--- src/rtl/ps2_pkg.sv ---
// Shared constants and helpers for the PS/2 mouse receiver and register bank.
package ps2_pkg;

  localparam logic [1:0] ADDR_STATUS = 2'd0;
  localparam logic [1:0] ADDR_X      = 2'd1;
  localparam logic [1:0] ADDR_Y      = 2'd2;

  localparam int FRAME_BITS = 11;

  localparam int BTN_L   = 0;
  localparam int BTN_R   = 1;
  localparam int BTN_M   = 2;
  localparam int ALWAYS1 = 3;
  localparam int XSIGN   = 4;
  localparam int YSIGN   = 5;
  localparam int XOVF    = 6;
  localparam int YOVF    = 7;

  typedef enum logic [1:0] {
    BYTE0 = 2'd0,
    BYTE1 = 2'd1,
    BYTE2 = 2'd2
  } pkt_state_e;

  // Saturate a 10-bit signed coordinate candidate into [0, max].
  function automatic logic [7:0] clamp_coord(input logic signed [9:0] v,
                                             input logic [7:0] max);
    if (v < 10'sd0)
      return 8'd0;
    else if (v > $signed({2'b00, max}))
      return max;
    else
      return v[7:0];
  endfunction

endpackage

--- src/rtl/ps2_mouse_regs_if.sv ---
// Pad-side PS/2 lines plus the display-side read port of the mouse register bank.
interface ps2_mouse_regs_if;
  logic       ps2_clk;
  logic       ps2_data;
  logic [1:0] addr;
  logic [7:0] data;
  logic       dav;

  modport slave (
    input  ps2_clk, ps2_data, addr,
    output data, dav
  );

  modport master (
    output ps2_clk, ps2_data, addr,
    input  data, dav
  );
endinterface

--- src/rtl/ps2_rx_byte.sv ---
// PS/2 frame receiver: synchronizers, falling-edge detect, 11-bit deserializer, timeout.
// Define PS2_MOUSE_RX_PARITY_CHECK_EN to drop frames whose odd parity fails.
module ps2_rx_byte
  import ps2_pkg::*;
#(
  parameter int TIMEOUT_CYC = 5000
) (
  input  logic       clk,
  input  logic       rst,
  input  logic       ps2_clk,
  input  logic       ps2_data,
  output logic       byte_valid,
  output logic       frame_err,
  output logic       timeout,
  output logic [7:0] byte_data
);

  localparam int CW = $clog2(TIMEOUT_CYC + 1);

  logic [2:0]    clk_sync;   // [1:0] synchronizer, [2] previous synced level
  logic [1:0]    data_sync;
  logic [9:0]    shift;
  logic [3:0]    bit_cnt;
  logic [CW-1:0] idle_cnt;

  logic fall, last_bit, start_ok, stop_ok, parity_good, parity_ok, frame_ok;

  assign fall        = clk_sync[2] & ~clk_sync[1];
  assign last_bit    = fall && (bit_cnt == 4'(FRAME_BITS - 1));
  // After ten shifts: [0] start, [8:1] data, [9] parity; the stop bit is the live sample.
  assign start_ok    = ~shift[0];
  assign stop_ok     = data_sync[1];
  assign parity_good = ^shift[9:1];

`ifdef PS2_MOUSE_RX_PARITY_CHECK_EN
  assign parity_ok = parity_good;
`else
  assign parity_ok = parity_good | 1'b1;
`endif

  assign frame_ok   = start_ok & stop_ok & parity_ok;
  assign byte_valid = last_bit & frame_ok;
  assign frame_err  = last_bit & ~frame_ok;
  assign byte_data  = shift[8:1];
  assign timeout    = clk_sync[1] && (idle_cnt == CW'(TIMEOUT_CYC - 1));

  // NOTE: state registers use non-blocking assignments so every flop samples pre-edge values.
  always_ff @(posedge clk or posedge rst) begin
    if (rst) begin
      clk_sync  <= 3'b111;
      data_sync <= 2'b11;
      shift     <= '0;
      bit_cnt   <= '0;
      idle_cnt  <= '0;
    end else begin
      clk_sync  <= {clk_sync[1:0], ps2_clk};
      data_sync <= {data_sync[0], ps2_data};

      if (!clk_sync[1])
        idle_cnt <= '0;
      else if (idle_cnt != CW'(TIMEOUT_CYC))
        idle_cnt <= idle_cnt + 1'b1;

      if (timeout) begin
        bit_cnt <= '0;
      end else if (fall) begin
        shift   <= {data_sync[1], shift[9:1]};
        bit_cnt <= last_bit ? 4'd0 : bit_cnt + 4'd1;
      end
    end
  end

endmodule

--- src/rtl/ps2_mouse_regs.sv ---
// PS/2 mouse packet assembler with clamped cursor integration and a status/X/Y read port.
// Parity checking is enabled in ps2_rx_byte by defining PS2_MOUSE_RX_PARITY_CHECK_EN.
module ps2_mouse_regs
  import ps2_pkg::*;
#(
  parameter int X_MAX       = 255,
  parameter int Y_MAX       = 239,
  parameter int TIMEOUT_CYC = 5000
) (
  input  logic              clk,
  input  logic              rst,
  ps2_mouse_regs_if.slave   bus
);

  logic       byte_valid, frame_err, timeout;
  logic [7:0] byte_data;

  ps2_rx_byte #(.TIMEOUT_CYC(TIMEOUT_CYC)) u_rx (
    .clk        (clk),
    .rst        (rst),
    .ps2_clk    (bus.ps2_clk),
    .ps2_data   (bus.ps2_data),
    .byte_valid (byte_valid),
    .frame_err  (frame_err),
    .timeout    (timeout),
    .byte_data  (byte_data)
  );

  pkt_state_e state, state_next;
  logic [7:0] byte0_q, byte1_q, status_q, x_q, y_q;
  logic       dav_q;
  logic       load0, load1, commit;

  // NOTE: every always_comb output gets a default first so no path can infer a latch.
  always_comb begin
    state_next = state;
    load0      = 1'b0;
    load1      = 1'b0;
    commit     = 1'b0;
    if (frame_err || timeout) begin
      state_next = BYTE0;
    end else if (byte_valid) begin
      unique case (state)
        BYTE0: if (byte_data[ALWAYS1]) begin
                 load0      = 1'b1;
                 state_next = BYTE1;
               end
        BYTE1: begin
                 load1      = 1'b1;
                 state_next = BYTE2;
               end
        BYTE2: begin
                 commit     = 1'b1;
                 state_next = BYTE0;
               end
        default: state_next = BYTE0;
      endcase
    end
  end

  // Byte 2 is still on byte_data during the commit cycle, so dY comes straight from it.
  logic signed [9:0] dx, dy, x_sum, y_diff;
  logic        [7:0] x_next, y_next;

  always_comb begin
    dx     = byte0_q[XOVF] ? 10'sd0
                           : $signed({byte0_q[XSIGN], byte0_q[XSIGN], byte1_q});
    dy     = byte0_q[YOVF] ? 10'sd0
                           : $signed({byte0_q[YSIGN], byte0_q[YSIGN], byte_data});
    x_sum  = $signed({2'b00, x_q}) + dx;
    y_diff = $signed({2'b00, y_q}) - dy;   // PS/2 +Y is up, screen +Y is down
    x_next = clamp_coord(x_sum, 8'(X_MAX));
    y_next = clamp_coord(y_diff, 8'(Y_MAX));
  end

  always_ff @(posedge clk or posedge rst) begin
    if (rst) begin
      state    <= BYTE0;
      byte0_q  <= '0;
      byte1_q  <= '0;
      status_q <= '0;
      x_q      <= '0;
      y_q      <= '0;
      dav_q    <= 1'b0;
    end else begin
      state <= state_next;
      dav_q <= commit;
      if (load0) byte0_q <= byte_data;
      if (load1) byte1_q <= byte_data;
      if (commit) begin
        status_q <= byte0_q;
        x_q      <= x_next;
        y_q      <= y_next;
      end
    end
  end

  always_comb begin
    bus.data = 8'h00;
    unique case (bus.addr)
      ADDR_STATUS: bus.data = status_q;
      ADDR_X:      bus.data = x_q;
      ADDR_Y:      bus.data = y_q;
      default:     bus.data = 8'h00;
    endcase
  end

  assign bus.dav = dav_q;

endmodule

--- src/flat_wrapper.sv ---
// flat-port wrapper written by rule: the top's interface ports become plain ports
module ps2_mouse_regs_flat import ps2_pkg::*;
#(
  parameter int X_MAX       = 255,
  parameter int Y_MAX       = 239,
  parameter int TIMEOUT_CYC = 5000
)
  (clk, rst, bus_ps2_clk, bus_ps2_data, bus_addr, bus_data, bus_dav);
  ps2_mouse_regs_if bus_i ();
  input  logic clk;
  input  logic rst;
  input wire logic [$bits(bus_i.ps2_clk)-1:0] bus_ps2_clk;
  input wire logic [$bits(bus_i.ps2_data)-1:0] bus_ps2_data;
  input wire logic [$bits(bus_i.addr)-1:0] bus_addr;
  output wire logic [$bits(bus_i.data)-1:0] bus_data;
  output wire logic [$bits(bus_i.dav)-1:0] bus_dav;
  assign bus_i.ps2_clk = bus_ps2_clk;
  assign bus_i.ps2_data = bus_ps2_data;
  assign bus_i.addr = bus_addr;
  assign bus_data = bus_i.data;
  assign bus_dav = bus_i.dav;
  ps2_mouse_regs #(.X_MAX(X_MAX), .Y_MAX(Y_MAX), .TIMEOUT_CYC(TIMEOUT_CYC)) u_core (.clk(clk), .rst(rst), .bus(bus_i));
endmodule
--- config.mk ---
export PLATFORM = sky130hd
export DESIGN_NAME = ps2_mouse_regs_flat
export DESIGN_NICKNAME = d
export VERILOG_FILES = /design/src/rtl/ps2_pkg.sv /design/src/rtl/ps2_mouse_regs_if.sv /design/src/rtl/ps2_rx_byte.sv /design/src/rtl/ps2_mouse_regs.sv /design/src/flat_wrapper.sv
export SDC_FILE = /design/constraint.sdc
export NUM_CORES = 1
export LEC_CHECK = 0
export BUFFER_PORTS_ARGS = -buffer_cell sky130_fd_sc_hd__buf_2
export CAP_MARGIN = 25
export CORE_ASPECT_RATIO = 0.7
export CORE_MARGIN = 4
export CORE_UTILIZATION = 58
export CTS_BUF_LIST = sky130_fd_sc_hd__clkbuf_8
export CTS_CLUSTER_SIZE = 12
export DETAILED_ROUTE_END_ITERATION = 7
export PLACE_DENSITY = 0.79
export SLEW_MARGIN = 5
export SYNTH_ARGS = -nofsm -noshare
export SYNTH_HDL_FRONTEND = slang
export SYNTH_HIERARCHICAL = 1
export SYNTH_SLANG_ARGS = --single-unit
--- constraint.sdc ---
create_clock -name clk -period 2.3 [get_ports clk]
set_input_delay 0.46 -clock clk [delete_from_list [all_inputs] [get_ports clk]]
set_output_delay 0.46 -clock clk [all_outputs]
set_load 0.005 [all_outputs]
; After elaboration in Yosys (flattened, before gate mapping)
; Index checks and enable logic that the tools add are counted.
; W data, S select, Z words.
[classes]
add_sub_neg = 4
n_lt_le_gt_ge = 4
eq_ne = 9
n_mux = 26
n_bitwise = 8
n_reduce_logical = 9
[ops]
columns = op, count
row1 = $mux W8, 4
row2 = $mux W13, 2
row3 = $pmux W8 S3, 1
row4 = $gt A10 B9 Y1 const B, 2
row5 = $lt A10 B1 Y1 const B, 2
row6 = $mux W10, 2
row7 = $add A13 B1 Y13 const B, 1
row8 = $eq A13 B13 Y1 const B, 1
row9 = $ne A13 B13 Y1 const B, 1
row10 = $mux W4, 3
row11 = $add A9 B10 Y10, 1
row12 = $mux W1, 10
row13 = $sub A9 B10 Y10, 1
row14 = $mux W2, 3
row15 = $add A4 B1 Y4 const B, 1
row16 = $and A1 B1 Y1, 4
row17 = $eq A2 B1 Y1 const B, 2
row18 = $eq A2 B2 Y1 const B, 2
row19 = $eq A4 B4 Y1 const B, 1
row20 = $logic_not A2 Y1, 2
row21 = $not A1 Y1, 4
row22 = $pmux W2 S2, 1
row23 = $reduce_and A2 Y1, 2
row24 = $reduce_bool A2 Y1, 2
row25 = other kinds (4), 5
[word_totals]
ff_bits = 75
inputBits = 6
output_inout_bits = 9
word_cells = 72

; Longest topological paths before layout
; Gate-level depths: netlist of the first run.
[logic_depth]
ltp_word = 7
mapped_depth = 11

; Hierarchy
; The synthesis of the first run kept the hierarchy.
[modules_own_cells]
columns = mod, n_inst, cells_per_inst, area_each_um2, seq_area_each_um2
row1 = ps2_mouse_regs, 1, 282, 2751.4, 1076.0
row2 = ps2_rx_byte, 1, 162, 1561.5, 807.0

; Worst setup path after synthesis of the first run
; No wires, ideal clock.
[synth_timing]
kind = reg2reg
start = register u_core.byte0_q[7]
end = register u_core.y_q[4]
arrival_time_ns = 2.418
required_ns = 2.234
slack_ns = -0.183
stages_incl_launch_ff = 12
n_path_buf = 1
synth_period_minus_slack_ns = 2.483
cell_sequence = dfrtp_1 -> clkbuf_1 -> nor2b_1 -> ha_1 -> inv_1 -> fa_1 -> a211oi_2 -> o21bai_4 -> o21ai_4 -> xor2_4 -> a2111oi_2 -> a22o_1
[synth_between]
elab_chain_cells = 5
[synth_rtl]
columns = item, line_no
row1 = start: declaration, ps2_mouse_regs.sv:30  ; logic [7:0] byte0_q, byte1_q, status_q, x_q, y_q;
row2 = start signal: assignment, ps2_mouse_regs.sv:88  ; if (load0) byte0_q <= byte_data;
row3 = $mux W10 *, ps2_mouse_regs.sv:68  ; dy = byte0_q[YOVF] ? 10'sd0
row4 = $sub A9 B10 Y10 *, ps2_mouse_regs.sv:71  ; y_diff = $signed({2'b00, y_q}) - dy;
row5 = $gt A10 B9 Y1, ps2_pkg.sv:30  ; else if (v > $signed({2'b00, max}))
row6 = $mux W8, ps2_pkg.sv:30
row7 = $mux W8 *, ps2_pkg.sv:28  ; if (v < 10'sd0)
row8 = end signal: assignment, ps2_mouse_regs.sv:93  ; y_q <= y_next;
row9 = end: declaration, ps2_mouse_regs.sv:30
; Mark *: on every way between the ends. The rest lies on a longest branch, timed or not.
; A chain may end at the register's enable or synchronous reset.

; Worst setup path after layout of the first run
[layout_timing]
start = register u_core.byte0_q[7]
end = register u_core.y_q[7]
; Same word-level chain as after synthesis.

==> qor.json, run 1 <==
{
  "total_cts_buffers": 9,
  "rsz_0062_raised_after_global_routing": "yes",
  "grt_overflow_total": 0,
  "p_comb_share_pct": 30.6,
  "crit_path_start": "u_core/byte0_q[7]$_DFFE_PP0P_",
  "finish_stage_setup_viols": 8,
  "fin_nets": 532,
  "outcome": "finished, violations left",
  "die_height_um": 80.1,
  "power_frac_seq_pct": 40.7,
  "final_common_cell": "nand2_1",
  "cts_tree": "done",
  "crit_buf_inv": 2,
  "cts-hold-fix-buffers": 0,
  "final.min_clock_period_ns": 2.47,
  "drtPass1Iterations": 5,
  "timing.critical_path.required_ns": 2.58,
  "timing.critical_path.slowest_cell_delay_ns": 0.39,
  "swShare_pct": 32.4,
  "cp_cell_sequence": "nor2b_1, ha_2, inv_2, fa_2, a211oi_4, o21bai_4, o21ai_4, xor2_4, buf_4, a21oi_2, o21ai_1",
  "via_per_inst": 6.05,
  "timing.setup.critical_path_class": "reg2reg",
  "irDropWorstVdd_mv": 0.558,
  "setup.worst_path.start_class": "flop",
  "floorplan.die.width_um": 111,
  "cts_num_sinks": 75,
  "groute.usage.overall_pct": 23.6,
  "path_delay_family": "compound AO/OA/AOI/OAI gates",
  "area_growth_pct": 22.7,
  "cts.path.max_buffers": 2,
  "topRoutingLayerUsed": "met4",
  "total_leakage_power_nw": 2.54,
  "first_global_vias": 3406,
  "detailed_place_hpwl_um": 7440,
  "path_max_fanout": 8,
  "io_buffer_count": 14,
  "grt_antenna_before_repair": 0,
  "gp_routability_congestion": 0.909,
  "achievable-frequency_mhz": 405,
  "synth.lib_cells_used.distinct": 60,
  "maximum_number_of_pins_on_one_net_before_global_route_repair": 33,
  "met3RoutedLength_um": 767,
  "synth-seq-cells": 75,
  "arrival_time_of_the_worst_setup_path_ns": 2.74,
  "worst-slew-pin-transition_ns": 0.680,
  "antenna_cells_inserted": 0,
  "relSlewSlack_pct": 54.4,
  "cts-htree-levels": 3,
  "cap_viol_max_count": 0,
  "fp.coreArea_um2": 6980,
  "synth.net_count": 473,
  "finClkSkew_ns": 0.0128,
  "antenna_violating_nets_post_route": 0,
  "setup_slack_ns": -0.169,
  "synth_area_um2": 4310,
  "path_clk_slew_ns": 0.09,
  "post_route_cells_drive_above_1_share_pct": 31.1,
  "insertion_delay_ns": 0.36,
  "most_used_flip_flop_cell_after_synthesis": "dfrtp_1",
  "initial_core_util_pct": 61.8,
  "most-common-layout-cells": "nand2_1 (91), dfrtp_1 (69), buf_4 (54)",
  "cellInternalPower_mw": 2.42,
  "floorplan_row_count": 25,
  "wire_length_of_the_first_global_routing_pass_um": 16700,
  "p_sw_mw": 1.16,
  "violations": "setup timing",
  "cell_pwr_density_nw_per_um2": 676,
  "ys_async_sr_fraction_pct": 100,
  "drcViolationCount": 0,
  "fillCellCount": 433,
  "instance_count_of_the_mapped_netlist": 444,
  "startpoint_of_the_worst_register_to_register_path": "u_core/byte0_q[7]$_DFFE_PP0P_",
  "number_of_max_slew_violations_in_the_final_report": 0,
  "detail_route.wirelength_um": 11200,
  "synth_edf_count": 0,
  "critical_path.slowest_cell": "dfrtp_1",
  "avgSynthCellArea_um2": 9.71,
  "wire_per_inst_um": 18.6,
  "post-place-ws_ns": -0.110,
  "ys.warnings.count": 6,
  "detailroute.via_count": 3645,
  "hold-worst-slack_ns": 0.116,
  "detailroute.wirelength.met2_um": 5210,
  "tcrit_tclk_final_pct": 107,
  "worstHoldPathType": "in2async",
  "die_area_um2": 8900,
  "clock_network_power_share_pct": 28.7,
  "hold_violations": 0,
  "wl_met1_um": 5050,
  "seq_area_frac_synth_pct": 43.7,
  "timing.critical_path.to_type": "flop",
  "drt_iter0_drcs": 315,
  "cts_root_buffer": "clkbuf_8",
  "ios": 15
}
## synth_stat cells (2+ instances only)
cell / instances / area [um2]
nand2_1: 91 / 342
inv_1: 18 / 67.6
a21o_1: 4 / 30.0
o31ai_1: 3 / 22.5
nor4_1: 5 / 31.3
mux2i_1: 13 / 130
dfrtp_1: 70 / 1750
a211oi_1: 6 / 45.0
or3_1: 4 / 25.0
nor3_1: 5 / 25.0
xnor2_1: 4 / 35.0
nand3_1: 7 / 35.0
or4_1: 2 / 15.0
ha_1: 21 / 263
xor2_1: 6 / 52.6
o21a_1: 2 / 15.0
nand4b_1: 3 / 26.3
buf_2: 2 / 10.0
dfstp_2: 5 / 131
nand4_1: 2 / 12.5
a21boi_1: 2 / 15.0
o22ai_1: 4 / 25.0
o21ai_1: 9 / 45.0
nand2b_1: 17 / 106
mux2_2: 8 / 90.1
nor2b_1: 18 / 113
fa_1: 2 / 40.0
mux2_1: 7 / 78.8
a21boi_0: 2 / 15.0
o22a_1: 7 / 61.3
nor2_1: 16 / 60.1
clkbuf_1: 9 / 33.8
nor4_4: 3 / 63.8
nand3b_1: 4 / 30.0
a31oi_1: 2 / 12.5
buf_4: 8 / 60.1
a21oi_1: 13 / 65.1
o211ai_1: 2 / 15.0
o21ai_0: 17 / 85.1
## sequential cells by signal, summed over array words and instances, names as in the netlist
name                   cells
u_core/byte0_q             8
u_core/u_rx/bit_cnt        4
u_core/u_rx/data_sync      2
u_core/bus.dav             1
u_core/x_q                 8
u_core/u_rx/idle_cnt      13
u_core/status_q            8
u_core/byte1_q             8
u_core/u_rx/shift         10
u_core/state               2
u_core/u_rx/clk_sync       3
u_core/y_q                 8
## worst reg2reg max path, cell delays in order (launching register included)
cell and delay (ns):
dfrtp_1 0.39, nor2b_1 0.15, ha_2 0.22, inv_2 0.04, fa_2 0.37, a211oi_4 0.27, o21bai_4 0.10, o21ai_4 0.19
xor2_4 0.30, buf_4 0.17, a21oi_2 0.03, o21ai_1 0.17
## kinds of logic after synthesis
family	synth area share (%)
flops	43.7
simple gates	21.4
buf+inv	4.18
compound gates	14.1
fa+ha+maj	7.02
mux	6.93
xor+xnor	2.67
## metal layers
layer  vias up  GRT usage [%]
li1       1656              -
met1      1801           33.7
met3        19           5.20
met5         -              0
met4         0           5.35
met2       169           37.3
## metrics by stage
| step | power [mW] | utilization [%] | area, um2 | setup TNS (ns) | cells |
|---|---|---|---|---|---|
| floorplan | 2.05 | - | 4330 | -0.0418 | 444 |
| global placement | 2.25 | 67.5 | 4710 | -0.0323 | 572 |
| detailed placement | 2.27 | 67.5 | 4710 | -0.728 | 572 |
| CTS | 3.43 | 72.5 | 5050 | -0.123 | 592 |
| global route | 3.75 | 75.9 | 5290 | -2.12 | 602 |
| finish | 3.58 | 75.9 | 5290 | -0.829 | 602 |
## cell type report
| type | count | area, um2 | area share (%) |
|---|---|---|---|
| clock buffers | 9 | 124 | 2.34 |
| flip-flops and latches | 75 | 1880 | 35.6 |
| clock inverters | 7 | 78.8 | 1.49 |
| inverters | 19 | 73.8 | 1.40 |
| well taps | 94 | 118 | 2.22 |
| repair buffers | 68 | 475 | 8.99 |
| multi-input cells | 330 | 2540 | 48.0 |
## what timing repair did
item	CTS	global route
endpoints found under the setup margin	15	35
buffers inserted	4	10
pin swaps	12	10
gates resized for setup	21	34
## power by group through the flow
stage          sequential, mW  clock, mW  combinational (mW)
6_report                 1.46       1.03                1.09
2_1_floorplan            1.47          0               0.583
3_3_place_gp             1.47          0               0.776
3_5_place_dp             1.47          0               0.802
5_1_grt                  1.46       1.11                1.18
4_1_cts                  1.45       1.03               0.951
## worst paths after layout
path,cells after the start,endpoint,slack (ns)
worst max register to register,11,u_core/y_q[7]$_DFFE_PP0P_,-0.17
min in group clk,1,u_core/u_rx/data_sync[0]$_DFF_PP1_,0.20
worst max-delay path,11,u_core/y_q[7]$_DFFE_PP0P_,-0.17
max in group asynchronous,3,u_core/byte0_q[3]$_DFFE_PP0P_,1.59
worst min register to register,0,u_core/u_rx/clk_sync[1]$_DFF_PP1_,0.36
worst min-delay path,2,u_core/byte0_q[5]$_DFFE_PP0P_,0.12
Note: power is estimated with default switching activity, not from simulation.
==> inputs of run 2 (changes only) <==
==> constraint.sdc (replaced) <==
create_clock -name clk -period 2.3 [get_ports clk]
set_input_delay 0.115 -clock clk [delete_from_list [all_inputs] [get_ports clk]]
set_output_delay 0.115 -clock clk [all_outputs]
set_load 0.005 [all_outputs]
==> run 2 against run 1 <==
  * Die area stayed put
  * Register-to-register slack hardly changed
  * Critical path type unchanged
  * Combinational power is 13% lower
  * Highest routed layer unchanged
  * Final area is 1.7% lower
  * Clock power is 20% higher
  * The run still ends with setup timing left
  * Worst hold slack better by 0.24 ns
==> qor.json, run 2 (synthesized netlist as in run 1, its figures left out) <==
{
  "fp.coreArea": {"value": 6980, "unit": "um2", "change": "unchanged"},
  "hold_violations": {"value": 0, "change": "unchanged"},
  "cts_num_sinks": {"value": 75, "change": "unchanged"},
  "area_growth_pct": 20.6,
  "worst-slew-pin-transition": {"value": 0.584, "unit": "ns", "change": "-0.0968 ns"},
  "floorplan_row_count": {"value": 25, "change": "unchanged"},
  "layout.cells.non_filler": {"value": 592, "change": "-1.7%"},
  "violations": "setup timing",
  "fin_nets": {"value": 522, "change": "-1.9%"},
  "finClkSkew": {"value": 0.00816, "unit": "ns", "change": "-0.00466 ns"},
  "irDropWorstVdd": {"value": 0.520, "unit": "mV", "change": "-6.8%"},
  "cts.path.max_buffers": {"value": 2, "change": "unchanged"},
  "most_flop_heavy_register": "u_core/u_rx/idle_cnt",
  "utilization": {"value": 74.6, "unit": "%", "change": "-1.3 points"},
  "worstRegToRegCells": {"value": 9, "change": "-2"},
  "setup_slack": {"value": -0.177, "unit": "ns", "change": "-0.00791 ns"},
  "r2r_slack": {"value": -0.18, "unit": "ns", "change": "about the same"},
  "io_buffer_count": {"value": 14, "change": "unchanged"},
  "total_leakage_power": {"value": 2.46, "unit": "nW", "change": "-3.0%"},
  "r2r-end": "u_core/y_q[4]$_DFFE_PP0P_",
  "antenna_violating_nets_post_route": {"value": 0, "change": "unchanged"},
  "rsz_0062_raised_after_global_routing": "yes",
  "path_max_fanout": {"value": 6, "change": "-2"},
  "cts-htree-levels": {"value": 3, "change": "unchanged"},
  "drtPass1Iterations": {"value": 5, "change": "unchanged"},
  "cell_pwr_density": {"value": 703, "unit": "nW/um2", "change": "+4.1%"},
  "initial_core_util": {"value": 61.8, "unit": "%", "change": "unchanged"},
  "power_frac_seq": {"value": 40.1, "unit": "%", "change": "-0.6 points"},
  "maximum_number_of_pins_on_one_net_before_global_route_repair": {"value": 44, "change": "+33%"},
  "final_common_cell": "nand2_1",
  "globalRoute.busiestLayer": "met2",
  "drt_iter0_drcs": {"value": 370, "change": "+17%"},
  "post-place-ws": {"value": -0.123, "unit": "ns", "change": "-0.0134 ns"},
  "most-common-layout-cells": "nand2_1 (90), dfrtp_1 (69), buf_4 (41)",
  "layout.area.seq": {"value": 1880, "unit": "um2", "change": "unchanged"},
  "timing.critical_path.required": {"value": 2.59, "unit": "ns", "change": "about the same"},
  "finish_stage_setup_viols": {"value": 8, "change": "unchanged"},
  "floorplan.die.width": {"value": 111, "unit": "um", "change": "unchanged"},
  "p_comb_share": {"value": 26.0, "unit": "%", "change": "-4.6 points"},
  "detail_route.wirelength": {"value": 11100, "unit": "um", "change": "-1.5%"},
  "cap_viol_max_count": {"value": 0, "change": "unchanged"},
  "wire_per_inst": {"value": 18.7, "unit": "um", "change": "+0.21%"},
  "relSlewSlack": {"value": 61.1, "unit": "%", "change": "+6.7 points"},
  "die_height": {"value": 80.1, "unit": "um", "change": "unchanged"},
  "wire_length_of_the_first_global_routing_pass": {"value": 17800, "unit": "um", "change": "+6.6%"},
  "arrival_time_of_the_worst_setup_path": {"value": 2.77, "unit": "ns", "change": "+0.03 ns"},
  "clock_network_power_share": {"value": 34.0, "unit": "%", "change": "+5.3 points"},
  "detailroute.via_count": {"value": 3634, "change": "-0.30%"},
  "timing.setup.critical_path_class": "reg2reg",
  "multi_input_area": {"value": 2470, "unit": "um2", "change": "-2.6%"},
  "largest_register_ffs": {"value": 13, "change": "unchanged"},
  "total_cts_buffers": {"value": 9, "change": "unchanged"},
  "timing.critical_path.to_type": "flop",
  "fillCellCount": {"value": 478, "change": "+10%"},
  "insertion_delay": {"value": 0.35, "unit": "ns", "change": "about the same"},
  "achievable-frequency": {"value": 404, "unit": "MHz", "change": "-0.32%"},
  "use_met2": {"value": 41.1, "unit": "%", "change": "+3.8 points"},
  "grt_antenna_before_repair": {"value": 0, "change": "unchanged"},
  "number_of_max_slew_violations_in_the_final_report": {"value": 0, "change": "unchanged"},
  "placed_area": {"value": 4640, "unit": "um2", "change": "-1.4%"},
  "cellInternalPower": {"value": 2.54, "unit": "mW", "change": "+5.1%"},
  "path_clk_slew": {"value": 0.08, "unit": "ns", "change": "about the same"},
  "antenna_cells_inserted": {"value": 0, "change": "unchanged"},
  "outcome": "finished, violations left",
  "crit_path_start": "u_core/byte0_q[7]$_DFFE_PP0P_",
  "swShare": {"value": 30.6, "unit": "%", "change": "-1.8 points"},
  "startpoint_of_the_worst_register_to_register_path": "u_core/byte0_q[7]$_DFFE_PP0P_",
  "post_route_cells_drive_above_1_share": {"value": 26.7, "unit": "%", "change": "-4.4 points"},
  "cts_tree": "done",
  "cts_root_buffer": "clkbuf_8",
  "p_sw": {"value": 1.12, "unit": "mW", "change": "-3.5%"},
  "finished_cell_area": {"value": 5200, "unit": "um2", "change": "-1.7%"},
  "ios": {"value": 15, "change": "unchanged"},
  "worstHoldPathType": "reg2reg",
  "die_area": {"value": 8900, "unit": "um2", "change": "unchanged"},
  "via_per_inst": {"value": 6.14, "change": "+1.4%"},
  "final.min_clock_period": {"value": 2.48, "unit": "ns", "change": "+0.00791 ns"},
  "placed_cells_incl_taps": {"value": 563, "change": "-1.6%"},
  "global_route.usage.met3": {"value": 5.12, "unit": "%", "change": "-0.075 points"},
  "grt_overflow_total": {"value": 0, "change": "unchanged"},
  "drcViolationCount": {"value": 0, "change": "unchanged"},
  "largest_registers": "u_core/u_rx/idle_cnt x13, u_core/u_rx/shift x10",
  "grt_util_met1": {"value": 33.2, "unit": "%", "change": "-0.50 points"},
  "first_global_vias": {"value": 3630, "change": "+6.6%"},
  "gp_routability_congestion": {"value": 0.973, "change": "+7.1%"},
  "hold-worst-slack": {"value": 0.359, "unit": "ns", "change": "+0.244 ns"},
  "setup.worst_path.start_class": "flop",
  "timing.critical_path.to": "u_core/y_q[4]$_DFFE_PP0P_",
  "tcrit_tclk_final": {"value": 108, "unit": "%", "change": "+0.34 points"},
  "detailed_place_hpwl": {"value": 7330, "unit": "um", "change": "-1.4%"},
  "groute.usage.overall": {"value": 25.1, "unit": "%", "change": "+1.5 points"}
}
run 2: metal layers:
layer | wire [um] | share of wire, %
met3 | 857 | 7.7
met2 | 5150 | 47
met4 | 337 | 3.0
met1 | 4720 | 43
met5 | 0 | 0
run 2: final cells by class:
type | count | area share (%)
Clock buffer | 9 | 2.38
Timing Repair Buffer | 58 | 7.84
Inverter | 19 | 1.37
Clock inverter | 7 | 2.38
Multi-Input combinational cell | 330 | 47.5
Sequential cell | 75 | 36.2
Tap cell | 94 | 2.26
run 2: worst min-delay path by stage:
stage / startpoint / endpoint / slack, ns / depth (start not counted)
2_1_floorplan: bus_ps2_clk / u_core/u_rx/clk_sync[0]$_DFF_PP1_ / 0.12 / 0
6_report: u_core/u_rx/data_sync[0]$_DFF_PP1_ / u_core/u_rx/data_sync[1]$_DFF_PP1_ / 0.36 / 0
3_5_place_dp: bus_ps2_clk / u_core/u_rx/clk_sync[0]$_DFF_PP1_ / 0.22 / 1
3_3_place_gp: bus_ps2_clk / u_core/u_rx/clk_sync[0]$_DFF_PP1_ / 0.22 / 1
5_1_grt: u_core/u_rx/data_sync[0]$_DFF_PP1_ / u_core/u_rx/data_sync[1]$_DFF_PP1_ / 0.37 / 0
4_1_cts: u_core/u_rx/data_sync[0]$_DFF_PP1_ / u_core/u_rx/data_sync[1]$_DFF_PP1_ / 0.36 / 0
run 2: worst max-delay path, cell delays in order (launching register included):
cell	delay [ns]
dfrtp_1	0.38
buf_4	0.15
buf_4	0.15
nand2b_1	0.17
ha_1	0.39
nand3_2	0.17
a31oi_2	0.31
o21ai_2	0.14
a2111oi_2	0.39
a22o_1	0.17
run 2: stage by stage:
stage               setup TNS, ns  power, mW
finish                     -0.817       3.66
global route                -1.83       3.82
CTS                        -0.261       3.58
detailed placement         -0.801       2.25
global placement                0       2.21
floorplan                 -0.0418       2.05
run 2: repair_timing:
| item | 4_1_cts | 5_1_grt |
|---|---|---|
| endpoints found under the setup margin | 16 | 24 |
| gates resized for setup | 12 | 31 |
| hold endpoints to repair | 72 | 0 |
| hold buffers | 3 | 0 |
| gates cloned | 0 | 0 |
| buffers inserted | 2 | 8 |
| pin swaps | 10 | 15 |
run 2: power groups by stage:
stage	clock network [mW]	registers, mW	logic [mW]
3_5_place_dp	0	1.49	0.764
5_1_grt	1.32	1.48	1.02
6_report	1.24	1.47	0.950
4_1_cts	1.27	1.46	0.849
2_1_floorplan	0	1.47	0.583
3_3_place_gp	0	1.48	0.729
